[src/rtl/control_register_scheduler_if.sv]
// rtl/control_register_scheduler_if.sv - host-side write/read bus of the control register scheduler
interface control_register_scheduler_if #(
   parameter int ADDR_W     = 3,
   parameter int DATA_W     = 8,
   parameter int FIFO_DEPTH = 4
);
   localparam int LVL_W = $clog2(FIFO_DEPTH) + 1;

   logic              host_wr_valid;
   logic              host_wr_ready;
   logic [ADDR_W-1:0] host_wr_addr;
   logic [DATA_W-1:0] host_wr_data;
   logic              host_rd_req;
   logic [ADDR_W-1:0] host_rd_addr;
   logic              host_rd_busy;
   logic              host_rd_valid;
   logic [DATA_W-1:0] host_rd_data;
   logic [LVL_W-1:0]  fifo_level;

   modport master (
      output host_wr_valid, host_wr_addr, host_wr_data, host_rd_req, host_rd_addr,
      input  host_wr_ready, host_rd_busy, host_rd_valid, host_rd_data, fifo_level
   );

   modport slave (
      input  host_wr_valid, host_wr_addr, host_wr_data, host_rd_req, host_rd_addr,
      output host_wr_ready, host_rd_busy, host_rd_valid, host_rd_data, fifo_level
   );
endinterface

[src/rtl/control_register_scheduler.sv]
// rtl/control_register_scheduler.sv - arbitrates internal and vblank-gated buffered host writes into
// the control register file and runs a single-outstanding host read path.
module control_register_scheduler #(
   parameter int ADDR_W     = 3,
   parameter int DATA_W     = 8,
   parameter int FIFO_DEPTH = 4
) (
   input  logic                        clk,
   input  logic                        reset_n,
   control_register_scheduler_if.slave host,
   input  logic                        int_wr_valid,
   input  logic [ADDR_W-1:0]           int_wr_addr,
   input  logic [DATA_W-1:0]           int_wr_data,
   input  logic                        vblank,
   output logic [ADDR_W-1:0]           write_addr,
   output logic [DATA_W-1:0]           write_data,
   output logic                        write_enable,
   output logic [ADDR_W-1:0]           read_addr,
   input  logic [DATA_W-1:0]           read_data
);
   localparam int PTR_W = $clog2(FIFO_DEPTH);
   localparam int LVL_W = PTR_W + 1;

   typedef enum logic [1:0] {R_IDLE, R_WAIT, R_CAPTURE} rd_state_e;

   logic [ADDR_W-1:0] addr_mem [FIFO_DEPTH];
   logic [DATA_W-1:0] data_mem [FIFO_DEPTH];

   logic [PTR_W-1:0]  wr_ptr_q, wr_ptr_d;
   logic [PTR_W-1:0]  rd_ptr_q, rd_ptr_d;
   logic [LVL_W-1:0]  level_q, level_d;
   logic              wr_ready;
   logic              push;
   logic              pop;

   logic [ADDR_W-1:0] write_addr_q;
   logic [DATA_W-1:0] write_data_q;
   logic              write_enable_q;

   rd_state_e         rd_state_q;
   logic [ADDR_W-1:0] read_addr_q;
   logic              rd_busy_q;
   logic              rd_valid_q;
   logic [DATA_W-1:0] rd_data_q;

   // Ready depends only on the registered level, so a same-cycle pop never frees a full buffer.
   assign wr_ready = (level_q < LVL_W'(FIFO_DEPTH));
   assign push     = host.host_wr_valid && wr_ready;
   assign pop      = !int_wr_valid && vblank && (level_q != '0);

   always_comb begin
      wr_ptr_d = wr_ptr_q;
      rd_ptr_d = rd_ptr_q;
      level_d  = level_q;
      if (push) wr_ptr_d = wr_ptr_q + PTR_W'(1);
      if (pop)  rd_ptr_d = rd_ptr_q + PTR_W'(1);
      case ({push, pop})
         2'b10:   level_d = level_q + LVL_W'(1);
         2'b01:   level_d = level_q - LVL_W'(1);
         default: level_d = level_q;
      endcase
   end

   always_ff @(posedge clk) begin
      if (push) begin
         addr_mem[wr_ptr_q] <= host.host_wr_addr;
         data_mem[wr_ptr_q] <= host.host_wr_data;
      end
   end

   always_ff @(posedge clk or negedge reset_n) begin
      if (!reset_n) begin
         wr_ptr_q <= '0;
         rd_ptr_q <= '0;
         level_q  <= '0;
      end else begin
         wr_ptr_q <= wr_ptr_d;
         rd_ptr_q <= rd_ptr_d;
         level_q  <= level_d;
      end
   end

   always_ff @(posedge clk or negedge reset_n) begin
      if (!reset_n) begin
         write_addr_q   <= '0;
         write_data_q   <= '0;
         write_enable_q <= 1'b0;
      end else if (int_wr_valid) begin
         write_addr_q   <= int_wr_addr;
         write_data_q   <= int_wr_data;
         write_enable_q <= 1'b1;
      end else if (pop) begin
         write_addr_q   <= addr_mem[rd_ptr_q];
         write_data_q   <= data_mem[rd_ptr_q];
         write_enable_q <= 1'b1;
      end else begin
         write_enable_q <= 1'b0;
      end
   end

   // The WAIT state gives a registered register-file read port a full cycle to respond.
   always_ff @(posedge clk or negedge reset_n) begin
      if (!reset_n) begin
         rd_state_q  <= R_IDLE;
         read_addr_q <= '0;
         rd_busy_q   <= 1'b0;
         rd_valid_q  <= 1'b0;
         rd_data_q   <= '0;
      end else begin
         rd_valid_q <= 1'b0;
         case (rd_state_q)
            R_IDLE: begin
               if (host.host_rd_req) begin
                  read_addr_q <= host.host_rd_addr;
                  rd_busy_q   <= 1'b1;
                  rd_state_q  <= R_WAIT;
               end
            end
            R_WAIT: begin
               rd_state_q <= R_CAPTURE;
            end
            R_CAPTURE: begin
               rd_data_q  <= read_data;
               rd_valid_q <= 1'b1;
               rd_busy_q  <= 1'b0;
               rd_state_q <= R_IDLE;
            end
            default: begin
               rd_busy_q  <= 1'b0;
               rd_state_q <= R_IDLE;
            end
         endcase
      end
   end

   assign host.host_wr_ready = wr_ready;
   assign host.fifo_level    = level_q;
   assign host.host_rd_busy  = rd_busy_q;
   assign host.host_rd_valid = rd_valid_q;
   assign host.host_rd_data  = rd_data_q;
   assign write_addr         = write_addr_q;
   assign write_data         = write_data_q;
   assign write_enable       = write_enable_q;
   assign read_addr          = read_addr_q;
endmodule

[src/flat_wrapper.sv]
// flat-port wrapper written by rule: the top's interface ports become plain ports
module control_register_scheduler_flat 
#(
   parameter int ADDR_W     = 3,
   parameter int DATA_W     = 8,
   parameter int FIFO_DEPTH = 4
)
  (clk, reset_n, int_wr_valid, int_wr_addr, int_wr_data, vblank, write_addr, write_data, write_enable, read_addr, read_data, host_host_wr_valid, host_host_wr_addr, host_host_wr_data, host_host_rd_req, host_host_rd_addr, host_host_wr_ready, host_host_rd_busy, host_host_rd_valid, host_host_rd_data, host_fifo_level);
  control_register_scheduler_if #(.ADDR_W(ADDR_W), .DATA_W(DATA_W), .FIFO_DEPTH(FIFO_DEPTH)) host_i ();
  input  logic clk;
  input  logic reset_n;
  input  logic int_wr_valid;
  input  logic [ADDR_W-1:0] int_wr_addr;
  input  logic [DATA_W-1:0] int_wr_data;
  input  logic vblank;
  output logic [ADDR_W-1:0] write_addr;
  output logic [DATA_W-1:0] write_data;
  output logic write_enable;
  output logic [ADDR_W-1:0] read_addr;
  input  logic [DATA_W-1:0] read_data;
  input wire logic [$bits(host_i.host_wr_valid)-1:0] host_host_wr_valid;
  input wire logic [$bits(host_i.host_wr_addr)-1:0] host_host_wr_addr;
  input wire logic [$bits(host_i.host_wr_data)-1:0] host_host_wr_data;
  input wire logic [$bits(host_i.host_rd_req)-1:0] host_host_rd_req;
  input wire logic [$bits(host_i.host_rd_addr)-1:0] host_host_rd_addr;
  output wire logic [$bits(host_i.host_wr_ready)-1:0] host_host_wr_ready;
  output wire logic [$bits(host_i.host_rd_busy)-1:0] host_host_rd_busy;
  output wire logic [$bits(host_i.host_rd_valid)-1:0] host_host_rd_valid;
  output wire logic [$bits(host_i.host_rd_data)-1:0] host_host_rd_data;
  output wire logic [$bits(host_i.fifo_level)-1:0] host_fifo_level;
  assign host_i.host_wr_valid = host_host_wr_valid;
  assign host_i.host_wr_addr = host_host_wr_addr;
  assign host_i.host_wr_data = host_host_wr_data;
  assign host_i.host_rd_req = host_host_rd_req;
  assign host_i.host_rd_addr = host_host_rd_addr;
  assign host_host_wr_ready = host_i.host_wr_ready;
  assign host_host_rd_busy = host_i.host_rd_busy;
  assign host_host_rd_valid = host_i.host_rd_valid;
  assign host_host_rd_data = host_i.host_rd_data;
  assign host_fifo_level = host_i.fifo_level;
  control_register_scheduler #(.ADDR_W(ADDR_W), .DATA_W(DATA_W), .FIFO_DEPTH(FIFO_DEPTH)) u_core (.clk(clk), .reset_n(reset_n), .host(host_i), .int_wr_valid(int_wr_valid), .int_wr_addr(int_wr_addr), .int_wr_data(int_wr_data), .vblank(vblank), .write_addr(write_addr), .write_data(write_data), .write_enable(write_enable), .read_addr(read_addr), .read_data(read_data));
endmodule
[config.mk]
export PLATFORM = sky130hd
export DESIGN_NAME = control_register_scheduler_flat
export DESIGN_NICKNAME = d
export VERILOG_FILES = /design/src/rtl/control_register_scheduler_if.sv /design/src/rtl/control_register_scheduler.sv /design/src/flat_wrapper.sv
export SDC_FILE = /design/constraint.sdc
export NUM_CORES = 1
export LEC_CHECK = 0
export CORE_MARGIN = 3
export CORE_UTILIZATION = 45
export CTS_BUF_LIST = sky130_fd_sc_hd__clkbuf_16
export DETAILED_ROUTE_END_ITERATION = 16
export HOLD_SLACK_MARGIN = 0.15
export PLACE_DENSITY_LB_ADDON = 0.25
export RECOVER_POWER = 50
export SYNTH_ARGS = -nofsm -noshare
export SYNTH_HDL_FRONTEND = slang
export SYNTH_SLANG_ARGS = --single-unit
[constraint.sdc]
create_clock -name clk -period 4.7 [get_ports clk]
set_input_delay 1.41 -clock clk [delete_from_list [all_inputs] [get_ports clk]]
set_output_delay 1.41 -clock clk [all_outputs]
set_load 0.02 [all_outputs]
==> results of run 1 <==
[registers in the layout, summed over array words and instances (netlist names), 2 cells and up]
register and cells:
u_core.data_mem 32, u_core.read_addr 3, u_core.rd_state_q 2, u_core.host.host_rd_data 8
u_core.write_data 8, u_core.write_addr 3, u_core.host.fifo_level 3, u_core.addr_mem 12
u_core.wr_ptr_q 2, u_core.rd_ptr_q 2
[path summary, 6_finish.rpt]
check	start	end	slack, ns	cells past startpoint
max reg2reg	u_core.host.fifo_level[0]	u_core.host.fifo_level[1]	2.57	6
min	u_core.rd_state_q[1]	u_core.rd_state_q[1]	0.46	1
min in group asynchronous	reset_n	u_core.host.host_rd_data[0]	2.09	2
max in group asynchronous	reset_n	u_core.host.fifo_level[2]	1.60	2
min reg2reg	u_core.rd_state_q[1]	u_core.rd_state_q[1]	0.46	1
max	int_wr_valid	u_core.host.fifo_level[2]	1.25	11
[where the power goes]
part / switching [W] / internal (W) / total (W)
combinational: 0.000330 / 0.000371 / 0.000701
sequential: 0.000116 / 0.000881 / 0.000997
clock: 0.000266 / 0.000357 / 0.000623
[through the flow]
| step | instances | setup WS (ns) |
|---|---|---|
| 6_report | 362 | 1.25 |
| 3_3_place_gp | 346 | 0.969 |
| 2_1_floorplan | 191 | 1.71 |
| 5_1_grt | 362 | 1.05 |
| 3_5_place_dp | 346 | 0.925 |
| 4_1_cts | 362 | 1.24 |
[layout make-up]
| class | count | area [um2] | share of cell area |
|---|---|---|---|
| sequential | 78 | 2170 | 0.518 |
| tap | 93 | 116 | 0.0278 |
| inverter | 19 | 71.3 | 0.0170 |
| clock inverter | 7 | 48.8 | 0.0116 |
| clock buffer | 9 | 225 | 0.0537 |
| timing repair buffer | 70 | 689 | 0.165 |
| multi-input combinational | 86 | 867 | 0.207 |
[kinds of logic after synthesis]
| family | count (synthesis) | share of synthesized area |
|---|---|---|
| adders and majority gates | 6 | 0.0261 |
| muxes | 22 | 0.117 |
| DFF | 78 | 0.686 |
| buffers and inverters | 27 | 0.0375 |
| AOI/OAI and AO/OA | 14 | 0.0526 |
| and+or+nand+nor | 38 | 0.0636 |
| xor gates and xnor gates | 6 | 0.0166 |
[critical path, cell delays in order]
cell and delay, ns:
clkdlybuf4s50_1 0.41, buf_4 0.22, nor2b_1 0.14, buf_4 0.19, and2_4 0.29, ha_1 0.22
inv_1 0.06, fa_1 0.37, xor2_1 0.15, nor2_1 0.11, xnor2_1 0.12
[layer usage]
metal,share of wire,GRT usage
met4,0.011,0.0574
met5,0,0
met1,0.46,0.206
met2,0.47,0.227
met3,0.067,0.0543
[placed cells by master, fill, tap and decap left out, types with 2 or more instances in the layout]
cell and n:
clkinv_4 2, dfrtp_1 34, mux4_2 11, dlygate4sd3_1 22, clkdlybuf4s50_1 45, o21ai_0 2, xor2_1 2, edfxtp_1 44
nor2_1 2, o311ai_1 4, nand2_1 13, o311ai_2 7, clkbuf_16 9, mux2_2 11, clkinv_1 2, clkinvlp_4 2
and2_1 4, ha_1 5, buf_4 2, xnor2_1 4, nand3_1 12, nor2b_1 3, inv_1 19
==> flow_summary.ini, run 1 <==
[sta]
finalCritPeriodShare = 0.734
setup_viol = 0
worstMarginPinSlew_ns = 1.76
tns_ns = 0
slew_headroom = -0.172
fmax_mhz = 290
finClkSkew_ns = 0.00825
rsz0062_at_grt = no
layout_min_cycle_time_ns = 3.45
hold_viol_final = 0
drv_slew = 35
holdWs_ns = 0.455

[critical_path]
end_kind = flop
cp-start-kind = input pin
worst_ep_required_time_ns = 4.94
worst_ep_arrival_time_ns = 3.69
worstPathMaxFanout = 24
worstSetupPathType = input pin to flop

[synthesis]
ys_warn_count = 0
ys_seq_elements = 78
async_flop_share = 0.436
ys_types = 26
synth.most_common_cell = edfxtp_1
synth_area_um2 = 3170
synth_fp_nets = 236
synth_largest_area_cell = edfxtp_1
synth_edf_count = 44
syn_inst = 191
ys.flop_type = edfxtp_1
syn_area_per_cell_um2 = 16.6
synth_commonest_cells = edfxtp_1 (44), dfrtp_1 (34), inv_1 (19)
synth_top_area_frac = 0.417
yosys-top-cells-area = edfxtp_1 (42%), dfrtp_1 (27%), mux4_2 (7.8%), mux2_2 (3.9%), o311ai_2 (3.6%)
ys_seq_area_frac = 0.686

[global_route]
grt_max_degree = 35
grt_overflow = 0
grt_pass1_wl_um = 9600
antenna_found_initial = 0
grt_usage = 0.152
grt_pass1_vias = 1836

[placed_design]
routabilityCongestion = 0.782
place_area_um2 = 3930
port_buffers = 67
dp_hpwl_um = 3960

[pwr]
power_density_nw_per_um2 = 554
finalPower_w = 0.00232
worst_ir_drop_vdd_uv = 301
p_leak_nw = 1.58

[run_status]
status = finished with violations
violations = capacitance limit, slew limit

[drt]
final_antenna_net_count = 0
wl_per_cell_um = 15.8
drc = 0
num_vias = 1772
drt_first_pass_iters = 5
drt_iter0_markers = 112
totalWireLength_um = 5730
via_per_inst = 4.90

[clock_network]
cts_setup_buffers = 0
cts.hold.buffers_added = 0
htreeDepth = 3
post_cts_resized = 0
clock_latency_ns = 0.33
cts_inserted_buffers = 9
clkTransAtPathRegs_ns = 0.06
cts_root_buf = clkbuf_16
cts_tree = built
clockBufferDepth = 2
cts.sinks = 78

[floorplan]
core_area_um2 = 6570
ioPinCount = 68
fp.dieArea_um2 = 8080
rows = 29
fp.dieW_um = 89.9
start_util = 0.482
dieHeight_um = 89.9

[finish]
diodes = 0
nets = 309
fin_util = 0.638
fin_area_um2 = 4190
n_fill_cell = 492
drive_gt1_frac = 0.175
syn2layout_area_growth_pct = 32.4

[hold_path]
hold_class = flop to flop

[run]
maxCapViolCount = 1
No activity file was read; power rests on OpenSTA's default activity.
==> run 2: changes to the inputs <==
==> constraint.sdc (replaced) <==
create_clock -name clk -period 2.9 [get_ports clk]
set_input_delay 0.87 -clock clk [delete_from_list [all_inputs] [get_ports clk]]
set_output_delay 0.87 -clock clk [all_outputs]
set_load 0.02 [all_outputs]
==> run 2 against run 1 <==
Against the previous run: the run now ends clean; clock-buffer cell count rose by 1; sequential share of layout area is 1.2 points lower; hold slack gained 0.0068 ns; critical path type unchanged.
==> flow_summary.ini, run 2 (synthesized netlist as in run 1, its figures left out) <==
[sta]
finalCritPeriodShare = 0.856
finClkSkew_ns = 0.00827
layout_min_cycle_time_ns = 2.48
drv_slew = 0
hold_viol_final = 0
slew_headroom = 0.448
setup_viol = 0
worstMarginPinSlew_ns = 0.828
fmax_mhz = 403
holdWs_ns = 0.462
rsz0062_at_grt = no
tns_ns = 0

[drt]
via_per_inst = 5.00
wl_per_cell_um = 16.6
drt_iter0_markers = 113
drt_first_pass_iters = 4
num_vias = 1856
drc = 0
final_antenna_net_count = 0
totalWireLength_um = 6170

[floorplan]
fp.dieArea_um2 = 8080
rows = 29
ioPinCount = 68
core_area_um2 = 6570
start_util = 0.482
fp.dieW_um = 89.9
dieHeight_um = 89.9

[placed_design]
place_inst = 355
place_area_um2 = 4000
port_buffers = 67
routabilityCongestion = 0.748
dp_hpwl_um = 4090

[clock_network]
htreeDepth = 3
clkTransAtPathRegs_ns = 0.05
clockBufferDepth = 2
cts.sinks = 78
cts_root_buf = clkbuf_16
cts.hold.buffers_added = 0
cts_inserted_buffers = 9
post_cts_resized = 0
cts_tree = built
cts_setup_buffers = 0
clock_latency_ns = 0.33

[finish]
fin_area_um2 = 4290
final-instance-count-excl-fill = 371
largest_reg_flops = 32
regMostFlops = u_core.data_mem
drive_gt1_frac = 0.198
nets = 318
diodes = 0
syn2layout_area_growth_pct = 35.4
fin_util = 0.653
largestRegisters = u_core.data_mem: 32 flops, u_core.addr_mem: 12 flops
final_common_cell = clkdlybuf4s50_1
final_cell_mix = clkdlybuf4s50_1 (53), edfxtp_1 (44), dfrtp_1 (34)

[hold_path]
hold_class = flop to flop
min_from = u_core.rd_state_q[1]
hold_depth = 1
min_to = u_core.rd_state_q[1]

[critical_path]
crit_buf_inv = 2
critPathSlowestCell = clkdlybuf4s50_1
worst_ep_required_time_ns = 3.15
worstSetupPathType = input pin to flop
cp_cell_sequence = clkdlybuf4s50_1 -> nor2b_1 -> and2_4 -> ha_1 -> inv_1 -> fa_1 -> xor2_1 -> nor2_1 -> xnor2_1
end_kind = flop
r2r_setup_slack_ns = 0.89
reg2reg_depth = 6
worst_ep_arrival_time_ns = 2.73
r2r_end = u_core.host.fifo_level[1]
worstPathMaxFanout = 2
cp-start-kind = input pin
max_stage_delay_ns = 0.45
reg2reg_from = u_core.host.fifo_level[0]
cp_top_family = simple AND/OR/NAND/NOR gates

[pwr]
p_switching_w = 0.00116
power_density_nw_per_um2 = 916
worst_ir_drop_vdd_uv = 423
pwr-share-clk = 0.286
swShare = 0.295
p_leak_nw = 1.66
combPwrFrac = 0.299
power_frac_seq = 0.414
intPower_w = 0.00277

[global_route]
antenna_found_initial = 0
grt_overflow = 0
grt_max_degree = 35
grt_usage = 0.162
grt_pass1_wl_um = 10200
grt_pass1_vias = 1969

[run]
maxCapViolCount = 0

[run_status]
status = finished clean
[run 2: cell count changes in the layout (fill, tap and decap cells not counted), sizes merged]
| cell | change |
|---|---|
| clkbuf | +2 |
| bufinv | +1 |
| clkinvlp | -2 |
| dlygate4sd3 | -8 |
| clkdlybuf4s50 | +8 |
| buf | +8 |
| clkinv | -4 |
| inv | +4 |
[run 2: layer usage]
metal	wire, um	track usage
met4	97	0.0842
met2	2810	0.242
met1	2810	0.210
met5	0	0
met3	456	0.0584
[run 2: worst max path at each step]
stage	startpoint	end	slack [ns]	cells after the start
floorplan	vblank	u_core.host.fifo_level[2]	0.45	9
global placement	vblank	u_core.host.fifo_level[2]	0.10	9
detailed placement	vblank	u_core.host.fifo_level[2]	0.12	9
CTS	vblank	u_core.host.fifo_level[2]	0.42	9
global route	vblank	u_core.host.fifo_level[2]	0.31	9
finish	vblank	u_core.host.fifo_level[2]	0.42	9
[run 2: power by group through the flow]
stage	Combinational, W	Clock (W)	Sequential, W
after global routing	0.00127	0.00120	0.00166
after CTS	0.00120	0.00114	0.00163
after detailed placement	0.00119	0	0.00165
final	0.00118	0.00112	0.00163
after floorplan	0.000615	0	0.00171
after global placement	0.00117	0	0.00164
[run 2: per-stage QoR]
| step | total power [W] | setup slack, ns |
|---|---|---|
| 6_report | 0.00393 | 0.417 |
| 5_1_grt | 0.00413 | 0.307 |
| 4_1_cts | 0.00398 | 0.423 |
| 3_5_place_dp | 0.00284 | 0.121 |
| 3_3_place_gp | 0.00281 | 0.102 |
| 2_1_floorplan | 0.00233 | 0.454 |
[run 2: layout make-up]
type                    count  area, um2
clock buffers              10        250
fillers                   484       2280
multi-input cells          86        867
inverters                  19       71.3
flip-flops and latches     78       2170
clock inverters             6       53.8
well taps                  93        116
repair buffers             79        754
[run 2: worst register-to-register path: stages (launching register included)]
cell and delay [ns]:
dfrtp_1 0.42, or3_4 0.49, and2_4 0.20, ha_1 0.21
inv_1 0.07, fa_1 0.40, o21ai_0 0.15
==> run 3: changes to the inputs <==
--- a/config.mk
+++ b/config.mk
@@ -8,6 +8,7 @@
 export CORE_MARGIN = 3
 export CORE_UTILIZATION = 45
 export CTS_BUF_LIST = sky130_fd_sc_hd__clkbuf_16
+export CTS_CLUSTER_DIAMETER = 60
 export DETAILED_ROUTE_END_ITERATION = 16
 export HOLD_SLACK_MARGIN = 0.15
 export PLACE_DENSITY_LB_ADDON = 0.25
==> results of run 3 <==
The final DEF is identical to that of run 2; final timing and power are the same.
